File: config.mk
export PLATFORM = sky130hd
export DESIGN_NAME = sl_transmitter_flat
export DESIGN_NICKNAME = d
export VERILOG_FILES = /design/src/rtl/sl_transmitter_if.sv /design/src/rtl/sl_transmitter.sv /design/src/flat_wrapper.sv
export SDC_FILE = /design/constraint.sdc
export NUM_CORES = 1
export LEC_CHECK = 0
export ABC_AREA = 1
export CAP_MARGIN = 20
export CORE_ASPECT_RATIO = 1.4
export CORE_UTILIZATION = 55
export DETAILED_ROUTE_END_ITERATION = 12
export PLACE_DENSITY = 0.82
export RECOVER_POWER = 100
export SKIP_CTS_REPAIR_TIMING = 1
export SLEW_MARGIN = 15
export SYNTH_ARGS = -nofsm -noshare
export SYNTH_HDL_FRONTEND = slang
export SYNTH_SLANG_ARGS = --single-unit
File: constraint.sdc
create_clock -name clk -period 3.3 [get_ports clk]
set_input_delay 0.66 -clock clk [delete_from_list [all_inputs] [get_ports clk]]
set_output_delay 0.66 -clock clk [all_outputs]
set_load 0.02 [all_outputs]
File: src/rtl/sl_transmitter_if.sv
// Host-side bus of the SL transmitter: config access, word hand-off, status
// and the two serial lines, grouped so the bench and the design share one bundle.
interface sl_transmitter_if;
    logic [15:0] wr_config_w;
    logic        wr_enable;
    logic [15:0] r_config_w;
    logic [31:0] tx_data;
    logic        tx_start;
    logic        tx_ready;
    logic        serial_line_zeroes;
    logic        serial_line_ones;
    logic [15:0] status_w;
    logic        data_status_changed;

    modport master (
        output wr_config_w, wr_enable, tx_data, tx_start,
        input  r_config_w, tx_ready, serial_line_zeroes, serial_line_ones,
               status_w, data_status_changed
    );

    modport slave (
        input  wr_config_w, wr_enable, tx_data, tx_start,
        output r_config_w, tx_ready, serial_line_zeroes, serial_line_ones,
               status_w, data_status_changed
    );
endinterface

File: src/rtl/sl_transmitter.sv
// SL transmitter: sends an 8..32 bit word as a two-line SL frame with per-line parity
// and an end marker. Optional parity-error injection is enabled by SL_TX_ERR_INJECT_EN.
module sl_transmitter #(
    parameter int BASE_T      = 8,
    parameter int DEFAULT_LEN = 8
) (
    input  logic              clk,
    input  logic              rst,
    sl_transmitter_if.slave   bus
);
    localparam int PW = $clog2(4 * BASE_T) + 1;

    typedef enum logic [2:0] {
        S_IDLE, S_BIT, S_GAP, S_PARITY, S_POST, S_MARK, S_TAIL
    } state_t;

    // Parity of the ones in the low n bits; with n even the zero count has the same parity.
    function automatic logic word_parity(input logic [31:0] d, input logic [5:0] n);
        logic [31:0] m;
        m = (n >= 6'd32) ? 32'hFFFF_FFFF : ((32'd1 << n) - 32'd1);
        return ^(d & m);
    endfunction

    state_t          r_state;
    logic [PW-1:0]   r_pre;
    logic [1:0]      r_sub;
    logic [4:0]      r_idx;
    logic [31:0]     r_shift;
    logic            r_par;
    logic [5:0]      r_cfg_len, r_f_len;
    logic [1:0]      r_cfg_rate, r_f_rate;
    logic            r_cfg_inj, r_f_inj;
    logic            r_cfg_err;
    logic            r_zero, r_one, r_ready, r_busy, r_sent, r_dsc;

    logic [5:0]      w_wr_len;
    logic            w_wr_ok;
    logic            w_inj_wr;
    logic            w_unused_bits;
    logic [PW-1:0]   w_half, w_hlim;
    logic            w_slot_end;
    logic            w_last_bit;

    assign w_wr_len      = bus.wr_config_w[6:1];
    assign w_wr_ok       = !w_wr_len[0] && (w_wr_len >= 6'd8) && (w_wr_len <= 6'd32);
`ifdef SL_TX_ERR_INJECT_EN
    assign w_inj_wr      = bus.wr_config_w[9];
`else
    assign w_inj_wr      = 1'b0;
`endif
    assign w_unused_bits = ^{bus.wr_config_w[15:9], bus.wr_config_w[0]};

    assign w_half     = PW'(BASE_T / 2) << r_f_rate;
    assign w_hlim     = w_half - PW'(1);
    assign w_slot_end = (r_pre == w_hlim);
    assign w_last_bit = ({1'b0, r_idx} == (r_f_len - 6'd1));

    assign bus.r_config_w          = {6'd0, r_cfg_inj, r_cfg_rate, r_cfg_len, 1'b0};
    assign bus.tx_ready            = r_ready;
    assign bus.serial_line_zeroes  = r_zero;
    assign bus.serial_line_ones    = r_one;
    assign bus.status_w            = {13'd0, r_sent, r_cfg_err, r_busy};
    assign bus.data_status_changed = r_dsc;

    // Config register: valid writes update it at once, frames pick it up at start.
    always_ff @(posedge clk) begin
        if (rst) begin
            r_cfg_len  <= 6'(DEFAULT_LEN);
            r_cfg_rate <= 2'd0;
            r_cfg_inj  <= 1'b0;
            r_cfg_err  <= 1'b0;
        end else if (bus.wr_enable) begin
            if (w_wr_ok) begin
                r_cfg_len  <= w_wr_len;
                r_cfg_rate <= bus.wr_config_w[8:7];
                r_cfg_inj  <= w_inj_wr;
                r_cfg_err  <= 1'b0;
            end else begin
                r_cfg_err  <= 1'b1;
            end
        end
    end

    // Frame FSM: one H slot per prescaler period, line levels set on slot entry.
    always_ff @(posedge clk) begin
        if (rst) begin
            r_state  <= S_IDLE;
            r_pre    <= '0;
            r_sub    <= 2'd0;
            r_idx    <= 5'd0;
            r_shift  <= 32'd0;
            r_par    <= 1'b0;
            r_f_len  <= 6'(DEFAULT_LEN);
            r_f_rate <= 2'd0;
            r_f_inj  <= 1'b0;
            r_zero   <= 1'b1;
            r_one    <= 1'b1;
            r_ready  <= 1'b1;
            r_busy   <= 1'b0;
            r_sent   <= 1'b0;
            r_dsc    <= 1'b0;
        end else begin
            r_dsc <= 1'b0;
            case (r_state)
                S_IDLE: begin
                    if (bus.tx_start) begin
                        r_state  <= S_BIT;
                        r_pre    <= '0;
                        r_sub    <= 2'd0;
                        r_idx    <= 5'd0;
                        r_shift  <= bus.tx_data;
                        r_par    <= word_parity(bus.tx_data, r_cfg_len);
                        r_f_len  <= r_cfg_len;
                        r_f_rate <= r_cfg_rate;
                        r_f_inj  <= r_cfg_inj;
                        r_zero   <= 1'b1;
                        r_one    <= 1'b1;
                        r_ready  <= 1'b0;
                        r_busy   <= 1'b1;
                        r_sent   <= 1'b0;
                    end
                end
                default: begin
                    if (!w_slot_end) begin
                        r_pre <= r_pre + PW'(1);
                        // Flag the final TAIL cycle one edge early so the pulse is registered.
                        if ((r_state == S_TAIL) && (r_pre == (w_hlim - PW'(1)))) begin
                            r_dsc  <= 1'b1;
                            r_sent <= 1'b1;
                        end
                    end else begin
                        r_pre <= '0;
                        r_sub <= r_sub + 2'd1;
                        case (r_state)
                            S_BIT: begin
                                case (r_sub)
                                    2'd0: begin
                                        r_zero <= r_shift[0];
                                        r_one  <= ~r_shift[0];
                                    end
                                    2'd1: begin
                                        r_zero <= r_zero;
                                    end
                                    2'd2: begin
                                        r_zero <= 1'b1;
                                        r_one  <= 1'b1;
                                    end
                                    default: begin
                                        if (w_last_bit) begin
                                            r_state <= S_GAP;
                                        end else begin
                                            r_idx   <= r_idx + 5'd1;
                                            r_shift <= {1'b0, r_shift[31:1]};
                                        end
                                    end
                                endcase
                            end
                            S_GAP: begin
                                r_state <= S_PARITY;
                                r_sub   <= 2'd0;
                                r_zero  <= ~(r_par ^ r_f_inj);
                                r_one   <= r_par ^ r_f_inj;
                            end
                            S_PARITY: begin
                                if (r_sub == 2'd1) begin
                                    r_state <= S_POST;
                                    r_sub   <= 2'd0;
                                    r_zero  <= 1'b1;
                                    r_one   <= 1'b1;
                                end
                            end
                            S_POST: begin
                                if (r_sub == 2'd1) begin
                                    r_state <= S_MARK;
                                    r_sub   <= 2'd0;
                                    r_zero  <= 1'b0;
                                    r_one   <= 1'b0;
                                end
                            end
                            S_MARK: begin
                                if (r_sub == 2'd1) begin
                                    r_state <= S_TAIL;
                                    r_sub   <= 2'd0;
                                    r_zero  <= 1'b1;
                                    r_one   <= 1'b1;
                                end
                            end
                            default: begin
                                r_state <= S_IDLE;
                                r_sub   <= 2'd0;
                                r_zero  <= 1'b1;
                                r_one   <= 1'b1;
                                r_ready <= 1'b1;
                                r_busy  <= 1'b0;
                            end
                        endcase
                    end
                end
            endcase
        end
    end
endmodule

File: src/flat_wrapper.sv
// flat-port wrapper written by rule: the top's interface ports become plain ports
module sl_transmitter_flat 
#(
    parameter int BASE_T      = 8,
    parameter int DEFAULT_LEN = 8
)
  (clk, rst, bus_wr_config_w, bus_wr_enable, bus_tx_data, bus_tx_start, bus_r_config_w, bus_tx_ready, bus_serial_line_zeroes, bus_serial_line_ones, bus_status_w, bus_data_status_changed);
  sl_transmitter_if bus_i ();
  input  logic clk;
  input  logic rst;
  input wire logic [$bits(bus_i.wr_config_w)-1:0] bus_wr_config_w;
  input wire logic [$bits(bus_i.wr_enable)-1:0] bus_wr_enable;
  input wire logic [$bits(bus_i.tx_data)-1:0] bus_tx_data;
  input wire logic [$bits(bus_i.tx_start)-1:0] bus_tx_start;
  output wire logic [$bits(bus_i.r_config_w)-1:0] bus_r_config_w;
  output wire logic [$bits(bus_i.tx_ready)-1:0] bus_tx_ready;
  output wire logic [$bits(bus_i.serial_line_zeroes)-1:0] bus_serial_line_zeroes;
  output wire logic [$bits(bus_i.serial_line_ones)-1:0] bus_serial_line_ones;
  output wire logic [$bits(bus_i.status_w)-1:0] bus_status_w;
  output wire logic [$bits(bus_i.data_status_changed)-1:0] bus_data_status_changed;
  assign bus_i.wr_config_w = bus_wr_config_w;
  assign bus_i.wr_enable = bus_wr_enable;
  assign bus_i.tx_data = bus_tx_data;
  assign bus_i.tx_start = bus_tx_start;
  assign bus_r_config_w = bus_i.r_config_w;
  assign bus_tx_ready = bus_i.tx_ready;
  assign bus_serial_line_zeroes = bus_i.serial_line_zeroes;
  assign bus_serial_line_ones = bus_i.serial_line_ones;
  assign bus_status_w = bus_i.status_w;
  assign bus_data_status_changed = bus_i.data_status_changed;
  sl_transmitter #(.BASE_T(BASE_T), .DEFAULT_LEN(DEFAULT_LEN)) u_core (.clk(clk), .rst(rst), .bus(bus_i));
endmodule
==> metrics.yaml <==
layout:
  layout.cells.non_filler: 1096
  area_growth_pct: 16.8
  fin_util_pct: 67.2
  diodes: 0
  drive_gt1_share_pct: 7.99
  finalNetCount: 1021
sta:
  setup_tns_ns: 0
  finalSetupViolations: 0
  hold_violations: 0
  slew_violations: 0
  fmax_mhz: 338
  worstMarginPinSlew_ns: 0.956
  min_period_ns: 2.96
  finalCritPeriodShare_pct: 89.6
  maxSlewHeadroom_pct: 36.3
  fin_skew_ns: 0.00781
synth:
  yosysWarnings: 0
  synthTopCellsByCount: "nand2_1 (291), inv_1 (88), nor2_1 (77), nand3_1 (74), dfxtp_1 (72)"
  async_flop_share_pct: 0
  yosysTopAreaCellShare_pct: 26.1
  synth_enable_flop_cells: 0
  synth.distinct_cells: 45
  syn_area_sq_mm: 0.00553
  yosysMostFrequentCell: "nand2_1"
  synth_flop_cell: "dfxtp_1"
  seq_area_frac_synth_pct: 26.1
  synth_top_area_cell: "dfxtp_1"
  ys_top_cells_by_area: "dfxtp_1 (26%), nand2_1 (20%), nand3_1 (6.7%)"
  ys_ff_latch: 72
  synth_cells: 905
  syn_area_per_cell_sq_um: 6.11
floorplanning:
  core_sq_mm: 0.00962
  fp.dieH_um: 121
  num_io_pins: 88
  start_util_pct: 57.5
  row_count: 42
  dieArea_sq_mm: 0.0105
  die_w_um: 86.7
global_route:
  grt_first_pass_wirelength_mm: 24.0
  antenna_found_initial: 0
  grt_usage_pct: 29.3
  grt_pass1_vias: 5392
  grt_max_degree: 54
  overflow: 0
power_and_ir_drop:
  clock_power_share_pct: 24.9
  ir_worst_vdd_v: 0.000400
  switching_share_pct: 41.2
  power_density_mw_per_mm2: 608
  p_int_uw: 2310
  p_leak_uw: 0.00322
  comb_power_share_pct: 42.9
  power.switching_uw: 1620
  finalPower_uw: 3930
  seqPwrFrac_pct: 32.2
setup_path:
  endpoint: "u_core.r_par"
  reg2reg_from: "u_core.r_cfg_len[5]"
  reg2reg_depth: 20
  reg2reg_slack_ns: 0.34
  r2r-end: "u_core.r_par"
  critPathMaxFanout: 11
  path_class: "register to register"
  startpoint_type: "register"
  cp-end-kind: "register"
  cp-startpoint: "u_core.r_cfg_len[5]"
  worstPathArrival_ns: 3.19
  critPathRequiredTime_ns: 3.54
clock_tree:
  clk_pin_slew_worst_paths_ns: 0.06
  cts-htree-levels: 3
  root_buffer: "clkbuf_16"
  insertion_delay_ns: 0.34
  cts.path.max_buffers: 2
  cts_tree: "built"
  cts.sinks: 72
  cts_buffers: 9
drt:
  wl_per_cell_um: 13.6
  vias: 5951
  first_pass_iters: 5
  wl_mm: 14.9
  drtAntennaViolNets: 0
  avgViaCountPerCell: 5.43
  drt-initial-drc-count: 266
  post-route-drc-count: 0
min_path:
  hold_path_depth: 1
  hp-class: "register to register"
place:
  hpwl_mm: 11.3
  dp.cells: 1073
  gp_congestion: 0.985
  portBuffers: 58
outcome:
  status: "finished, final reports clean"
flow_run:
  drv_cap: 0
how the worst min path moves through the flow:
stage | startpoint | endpoint
5_1_grt | u_core.bus.serial_line_ones | u_core.bus.serial_line_ones
3_3_place_gp | u_core.r_sent | u_core.r_sent
4_1_cts | u_core.r_sent | u_core.r_sent
2_1_floorplan | u_core.r_sent | u_core.r_sent
6_report | u_core.r_sent | u_core.r_sent
3_5_place_dp | u_core.r_sent | u_core.r_sent
per-stage QoR:
step	setup WS, ns	cell area, sq um	hold slack, ns
2_1_floorplan	0.712	5610	0.428
3_3_place_gp	0.425	6120	0.433
3_5_place_dp	0.375	6120	0.446
4_1_cts	0.348	6420	0.459
5_1_grt	-0.00156	6460	0.475
6_report	0.344	6460	0.449
layer usage:
metal / vias to the layer above / routed length, um / track usage (%)
met5: - / 0 / 0
met4: 0 / 868 / 18.6
met3: 51 / 588 / 4.23
met2: 166 / 7380 / 51.7
met1: 2693 / 6030 / 32.4
li1: 3041 / - / -
worst max-delay path: stages, from the launching register on:
cell,delay (ns)
dfxtp_1,0.58
nor2_4,0.15
nand3_1,0.19
ha_1,0.23
nand3_2,0.12
nor2_2,0.21
nand3_1,0.14
o21bai_1,0.27
nand3_1,0.13
nand2_1,0.08
nand2_1,0.07
nand2_1,0.08
nand2_1,0.07
nand2_1,0.06
nand2_1,0.05
nand2_1,0.11
nand2_1,0.06
nand2_1,0.06
nand3_1,0.07
nand2_1,0.09
inv_1,0.04
cell usage in the layout, fill, tap and decap left out, types with 2 or more instances in the layout:
cell	count
dlygate4sd3_1	17
a211o_1	2
or2_2	5
a31oi_1	33
ha_1	10
clkbuf_16	9
nand3_1	74
a21boi_1	2
conb_1	21
buf_4	17
clkdlybuf4s50_1	41
o211ai_1	3
and2_1	2
nor2_4	8
a221oi_1	3
nand4_2	4
a211oi_1	4
o21ai_0	52
nand4_1	31
nor3_1	6
xor2_1	7
clkbuf_1	4
nand3b_1	4
nand2_2	5
nor2_1	77
nor2_2	7
nand3_2	4
inv_2	7
clkinv_2	2
inv_1	88
nand2_1	291
o21bai_1	3
dfxtp_1	72
xnor2_1	5
a21oi_1	26
power by group through the flow:
stage / clock network (uW) / logic, uW / registers (uW)
after CTS: 982 / 1680 / 1260
after global placement: 0 / 1640 / 1270
after floorplan: 0 / 1270 / 1260
after global routing: 1020 / 1910 / 1290
after detailed placement: 0 / 1670 / 1280
final: 979 / 1690 / 1270
state kept, by name, summed over array words and instances, names as in the netlist, 2 cells and up:
name and flops:
u_core.r_sub 2, u_core.r_cfg_len 6, u_core.r_cfg_rate 2, u_core.r_shift 32
u_core.r_idx 5, u_core.r_state 3, u_core.r_pre 6, u_core.r_f_rate 2
u_core.r_f_len 6
cell families (layout without fill, tap and decap cells):
logic type	Yosys count	after routing	share of synthesized area [%]
XOR/XNOR	12	12	1.90
adder cells (fa/ha/maj)	10	10	2.26
AND/OR/NAND/NOR	521	521	42.2
other	1	21	0.0678
AO/OA/AOI/OAI	137	137	14.7
buffers and inverters	152	191	12.8
flip-flops	72	72	26.1
cell type report:
type,count,area [sq um]
clock buffers,11,243
well taps,132,165
fillers,887,3160
multi-input cells,701,3460
repair buffers,79,739
clock inverters,5,56.3
flip-flops and latches,72,1440
inverters,96,360
Note: power is estimated with default switching activity, not from simulation.
